[src/rtl/zmips_muldiv.sv]
// Iterative 32x32 multiply / divide unit: shift-add multiply, restoring divide,
// 32 iterations per operation with a fixed 34-cycle start-to-done latency.
module zmips_muldiv (
    input  logic        clk,
    input  logic        rst,
    input  logic [31:0] a,
    input  logic [31:0] b,
    input  logic [1:0]  op,
    input  logic        start,
    output logic        busy,
    output logic        done,
    output logic [31:0] hi,
    output logic [31:0] lo,
    output logic        dz
);
    localparam int unsigned W  = 32;
    localparam int unsigned CW = 6;

    typedef enum logic [1:0] {IDLE, RUN, FIN} state_t;

    state_t         state, state_nx;
    logic [CW-1:0]  cnt, cnt_nx;
    logic [W-1:0]   acc_hi, acc_hi_nx, acc_lo, acc_lo_nx;
    logic [W-1:0]   opnd, opnd_nx, a_raw, a_raw_nx;
    logic           is_div, is_div_nx, b_zero, b_zero_nx;
    logic           neg_lo, neg_lo_nx, neg_hi, neg_hi_nx;
    logic           busy_nx, done_nx, dz_nx;
    logic [W-1:0]   hi_nx, lo_nx;

    logic           a_neg, b_neg, ge;
    logic [W-1:0]   mag_a, mag_b, trial;
    logic [W:0]     sum, addend, rem_sh;
    logic [2*W-1:0] prod, prod_s;

    // Datapath helpers shared by the iteration and completion steps
    always_comb begin
        a_neg  = op[0] & a[W-1];
        b_neg  = op[0] & b[W-1];
        mag_a  = a_neg ? -a : a;
        mag_b  = b_neg ? -b : b;
        sum    = {1'b0, acc_hi} + {1'b0, opnd};
        addend = acc_lo[0] ? sum : {1'b0, acc_hi};
        rem_sh = {acc_hi, acc_lo[W-1]};
        ge     = rem_sh >= {1'b0, opnd};
        trial  = rem_sh[W-1:0] - opnd;
        prod   = {acc_hi, acc_lo};
        prod_s = neg_lo ? -prod : prod;
    end

    always_comb begin
        state_nx  = state;
        cnt_nx    = cnt;
        acc_hi_nx = acc_hi;
        acc_lo_nx = acc_lo;
        opnd_nx   = opnd;
        a_raw_nx  = a_raw;
        is_div_nx = is_div;
        b_zero_nx = b_zero;
        neg_lo_nx = neg_lo;
        neg_hi_nx = neg_hi;
        busy_nx   = busy;
        done_nx   = 1'b0;
        hi_nx     = hi;
        lo_nx     = lo;
        dz_nx     = dz;
        case (state)
            IDLE: begin
                // A start coinciding with the done pulse is deliberately dropped
                if (start && !done) begin
                    state_nx  = RUN;
                    cnt_nx    = '0;
                    busy_nx   = 1'b1;
                    is_div_nx = op[1];
                    b_zero_nx = (b == '0);
                    a_raw_nx  = a;
                    neg_lo_nx = a_neg ^ b_neg;
                    neg_hi_nx = a_neg;
                    acc_hi_nx = '0;
                    acc_lo_nx = op[1] ? mag_a : mag_b;
                    opnd_nx   = op[1] ? mag_b : mag_a;
                end
            end
            RUN: begin
                cnt_nx = cnt + CW'(1);
                if (is_div) begin
                    acc_hi_nx = ge ? trial : rem_sh[W-1:0];
                    acc_lo_nx = {acc_lo[W-2:0], ge};
                end else begin
                    acc_hi_nx = addend[W:1];
                    acc_lo_nx = {addend[0], acc_lo[W-1:1]};
                end
                if (cnt == CW'(W - 1)) state_nx = FIN;
            end
            FIN: begin
                state_nx = IDLE;
                busy_nx  = 1'b0;
                done_nx  = 1'b1;
                dz_nx    = is_div & b_zero;
                if (!is_div) begin
                    hi_nx = prod_s[2*W-1:W];
                    lo_nx = prod_s[W-1:0];
                end else if (b_zero) begin
                    hi_nx = a_raw;
                    lo_nx = '1;
                end else begin
                    hi_nx = neg_hi ? -acc_hi : acc_hi;
                    lo_nx = neg_lo ? -acc_lo : acc_lo;
                end
            end
            default: state_nx = IDLE;
        endcase
    end

    always_ff @(posedge clk) begin
        if (rst) state <= IDLE;
        else     state <= state_nx;
    end

    always_ff @(posedge clk) begin
        if (rst) begin
            cnt    <= '0;
            acc_hi <= '0;
            acc_lo <= '0;
            opnd   <= '0;
            a_raw  <= '0;
            is_div <= 1'b0;
            b_zero <= 1'b0;
            neg_lo <= 1'b0;
            neg_hi <= 1'b0;
            busy   <= 1'b0;
            done   <= 1'b0;
            hi     <= '0;
            lo     <= '0;
            dz     <= 1'b0;
        end else begin
            cnt    <= cnt_nx;
            acc_hi <= acc_hi_nx;
            acc_lo <= acc_lo_nx;
            opnd   <= opnd_nx;
            a_raw  <= a_raw_nx;
            is_div <= is_div_nx;
            b_zero <= b_zero_nx;
            neg_lo <= neg_lo_nx;
            neg_hi <= neg_hi_nx;
            busy   <= busy_nx;
            done   <= done_nx;
            hi     <= hi_nx;
            lo     <= lo_nx;
            dz     <= dz_nx;
        end
    end
endmodule

[config.mk]
export PLATFORM = sky130hd
export DESIGN_NAME = zmips_muldiv
export DESIGN_NICKNAME = d
export VERILOG_FILES = /design/src/rtl/zmips_muldiv.sv
export SDC_FILE = /design/constraint.sdc
export NUM_CORES = 1
export LEC_CHECK = 0
export CAP_MARGIN = 20
export CELL_PAD_IN_SITES_DETAIL_PLACEMENT = 1
export CELL_PAD_IN_SITES_GLOBAL_PLACEMENT = 1
export CORE_MARGIN = 5
export CORE_UTILIZATION = 44
export DETAILED_ROUTE_END_ITERATION = 6
export HOLD_SLACK_MARGIN = 0.06
export PLACE_DENSITY_LB_ADDON = 0.25
export SLEW_MARGIN = 15
export SYNTH_ARGS = -nofsm -noshare
export SYNTH_HDL_FRONTEND = slang
export SYNTH_SLANG_ARGS = --single-unit
export TNS_END_PERCENT = 100
[constraint.sdc]
create_clock -name clk -period 4.7 [get_ports clk]
set_input_delay 0.94 -clock clk [delete_from_list [all_inputs] [get_ports clk]]
set_output_delay 0.94 -clock clk [all_outputs]
set_load 0.005 [all_outputs]
==> out/qor.yml <==
sta:
  setup_viol: 0
  post-route-min-period_ns: 4.14
  fin_crit_sh_pct: 88.0
  worst_pin_slew_ns: 1.22
  maxSlewHeadroom_pct: 17.9
  clock.fmax_ghz: 0.242
  clock_skew_ns: 0.0213
  drv_slew: 0
  finalSetupTns_ns: 0
  finalHoldViolations: 0
  rsz0062_at_grt: "no"
  holdWs_ns: 0.453
  setup_ws_ns: 0.562
grt:
  grt_overflow: 0
  antenna_found_initial: 0
  grt_start_max_net_pins: 129
  first_global_vias: 17445
  globalRouteTotalUtil_pct: 30.4
  grt_pass1_wl_um: 101000
pwr:
  swShare_pct: 34.7
  pwr-share-clk_pct: 37.3
  comb_power_share_pct: 28.3
  vdd_drop_max_mv: 0.267
  p_switching_mw: 1.99
  fin_total_pwr_mw: 5.73
  intPower_mw: 3.74
  power_frac_seq_pct: 34.4
  power_density_nw_per_um2: 304
  cellLeakagePower_nw: 6.99
synthesis:
  synthXorXnorAreaFrac_pct: 10.6
  synth_top_family_by_area: "compound AO/OA/AOI/OAI gates"
  syn-cell-area_um2: 16300
  ys_ff_latch: 207
  yosysSeqAreaShare_pct: 25.4
  synth-async-reset-ratio_pct: 0
  ys_warn_count: 0
  synth_compound_area_share_pct: 28.6
  synth_edf_count: 0
  synth_nets: 2360
  avgSynthCellArea_um2: 7.34
  yosys.area_share.adder_pct: 5.54
  synthFlopType: "dfxtp_1"
  synth_cell_type_count: 73
  synth_mux_area_share_pct: 4.50
  postSynthCellCount: 2220
  yosys.area_share.simple_pct: 19.3
finish:
  final_util_pct: 51.5
  final_common_cell: "nand2_1"
  final_cell_mix: "nand2_1 (313), a21oi_1 (231), dfxtp_1 (203)"
  final_area_um2: 18800
  nets: 2385
  layout.cells.non_filler: 2729
  syn_to_final_growth_pct: 15.6
  drive_above_1_share_pct: 5.14
setup_path:
  cp_common_cell: "nor4_1"
  crit_path_end_kind: "flip-flop"
  cp.arrival_ns: 4.55
  crit_slowest_cell: "nor4_1"
  rr_startpoint: "acc_hi[10]"
  crit_type: "reg -> reg"
  startpoint: "acc_hi[10]"
  critPathLaunchType: "flip-flop"
  max_stage_delay_ns: 1.01
  crit_required_ns: 5.11
  crit_chain: "nor4_1, nand4b_1, nor4_1, nand2_1, or4_1, o21ai_0, xor2_1, nor2_1, a211oi_1, o32ai_1"
  worstPathMaxFanout: 9
detailed_routing:
  final_antenna_net_count: 0
  routed_wl_um: 65100
  drc: 0
  drt_iter0_drc: 1060
  detail_route.first_pass.iterations: 5
  vias_per_cell: 6.27
  wl_per_cell_um: 23.8
  route.vias.total: 17109
clock_network:
  path_clk_slew_ns: 0.06
  clockRootBuffer: "clkbuf_16"
  clock-sinks: 207
  cts_tree: "built"
  clkLatencyLatePin_ns: 0.57
  ctsHoldBuffers: 0
  htreeDepth: 1
  cts_buffers: 26
  ctsResizeCount: 0
  cts_buffer_depth: 3
  postCtsSetupBuffers: 0
floorplanning:
  io_pins: 136
  die_x_um: 203
  die_h_um: 203
  core_area_um2: 36600
  initial_core_util_pct: 44.5
  rows: 70
  die_area_um2: 41000
placed_design:
  portBuffers: 135
  dp_slack_ns: 0.573
  dpl.hpwl_um: 47600
  dpl.cell_count: 2685
  gp_congestion: 0.900
  dpl_cell_area_um2: 18000
run:
  cap_viol_max_count: 0
worst_hold_path:
  hp-class: "reg -> reg"
  min_from: "hi[7]"
status:
  outcome: "complete, no violations"
[final timing paths]
path,cells past startpoint,slack [ns],end
worst min register to register,2,0.45,hi[7]
worst max register to register,10,0.56,hi[28]
worst min-delay path,2,0.45,hi[7]
worst max-delay path,10,0.56,hi[28]
[layout make-up]
| cell class | instances | area, µm² |
|---|---|---|
| fill | 4540 | 17800 |
| multi-input combinational | 1755 | 11200 |
| sequential | 207 | 4150 |
| timing repair buffer | 181 | 1720 |
| clock buffer | 36 | 739 |
| tap | 468 | 586 |
| inverter | 74 | 278 |
| clock inverter | 6 | 133 |
| antenna | 2 | 5.00 |
[registers in the layout (all words and copies together), names as in the netlist]
register and cells:
busy 1, cnt 6, done 1, is_div 1, state 2, a_raw 32
dz 1, neg_lo 1, lo 32, acc_hi 32, opnd 32, hi 32
acc_lo 32, b_zero 1, neg_hi 1
[worst max-delay path, delay by kind of cell (launching register included)]
kind,cells,cell delay (ns)
AO/OA/AOI/OAI,3,0.64
XOR/XNOR,1,0.16
flip-flops,1,0.52
AND/OR/NAND/NOR,6,2.66
[cell families (layout without fill, tap and decap cells)]
| family | after synthesis | count (layout) |
|---|---|---|
| flops | 207 | 207 |
| other cells | 0 | 2 |
| mux | 73 | 73 |
| simple gates | 695 | 695 |
| buf+inv | 258 | 297 |
| compound gates | 718 | 718 |
| fa+ha+maj | 71 | 71 |
| xor+xnor | 198 | 198 |
[per-layer routing]
layer / track usage (%) / wire length [µm] / up-vias
met5: 0 / 0 / -
met4: 10.3 / 2240 / 0
met3: 4.25 / 4040 / 119
met2: 50.9 / 30400 / 537
met1: 40.4 / 28400 / 8424
li1: - / - / 8029
[Yosys cell counts, types with 8 or more instances]
cell / instances / area share [%]
nand2_1: 313 / 7.2
a21oi_1: 232 / 7.1
dfxtp_1: 207 / 25
nor2_1: 166 / 3.8
clkbuf_1: 165 / 3.8
xnor2_1: 113 / 6.1
a211oi_1: 112 / 5.2
o21ai_0: 100 / 3.1
xor2_1: 85 / 4.6
o211ai_1: 81 / 3.7
inv_1: 73 / 1.7
mux2i_1: 71 / 4.4
ha_1: 69 / 5.3
nor3_1: 33 / 1.0
a21o_1: 29 / 1.3
o31ai_1: 25 / 1.2
nand3_1: 24 / 0.74
nor2b_1: 24 / 0.92
or3_1: 24 / 0.92
a31oi_1: 23 / 0.88
nand4_1: 17 / 0.65
buf_1: 16 / 0.37
nand2b_1: 16 / 0.61
nor4_1: 15 / 0.58
o221ai_1: 13 / 0.70
or4_1: 13 / 0.60
and3_1: 12 / 0.46
o41ai_1: 12 / 0.64
o21bai_1: 11 / 0.51
a22o_1: 10 / 0.54
a32o_1: 9 / 0.55
o21a_1: 9 / 0.41
a311oi_1: 8 / 0.43
[power by group through the flow]
stage               registers (mW)  logic (mW)  clock network (mW)
floorplan                     1.93        1.11                   0
global placement              2.00        1.54                   0
detailed placement            2.01        1.58                   0
CTS                           1.97        1.60                2.16
global route                  1.98        1.76                2.22
finish                        1.97        1.62                2.14
No activity file was read; power rests on OpenSTA's default activity.
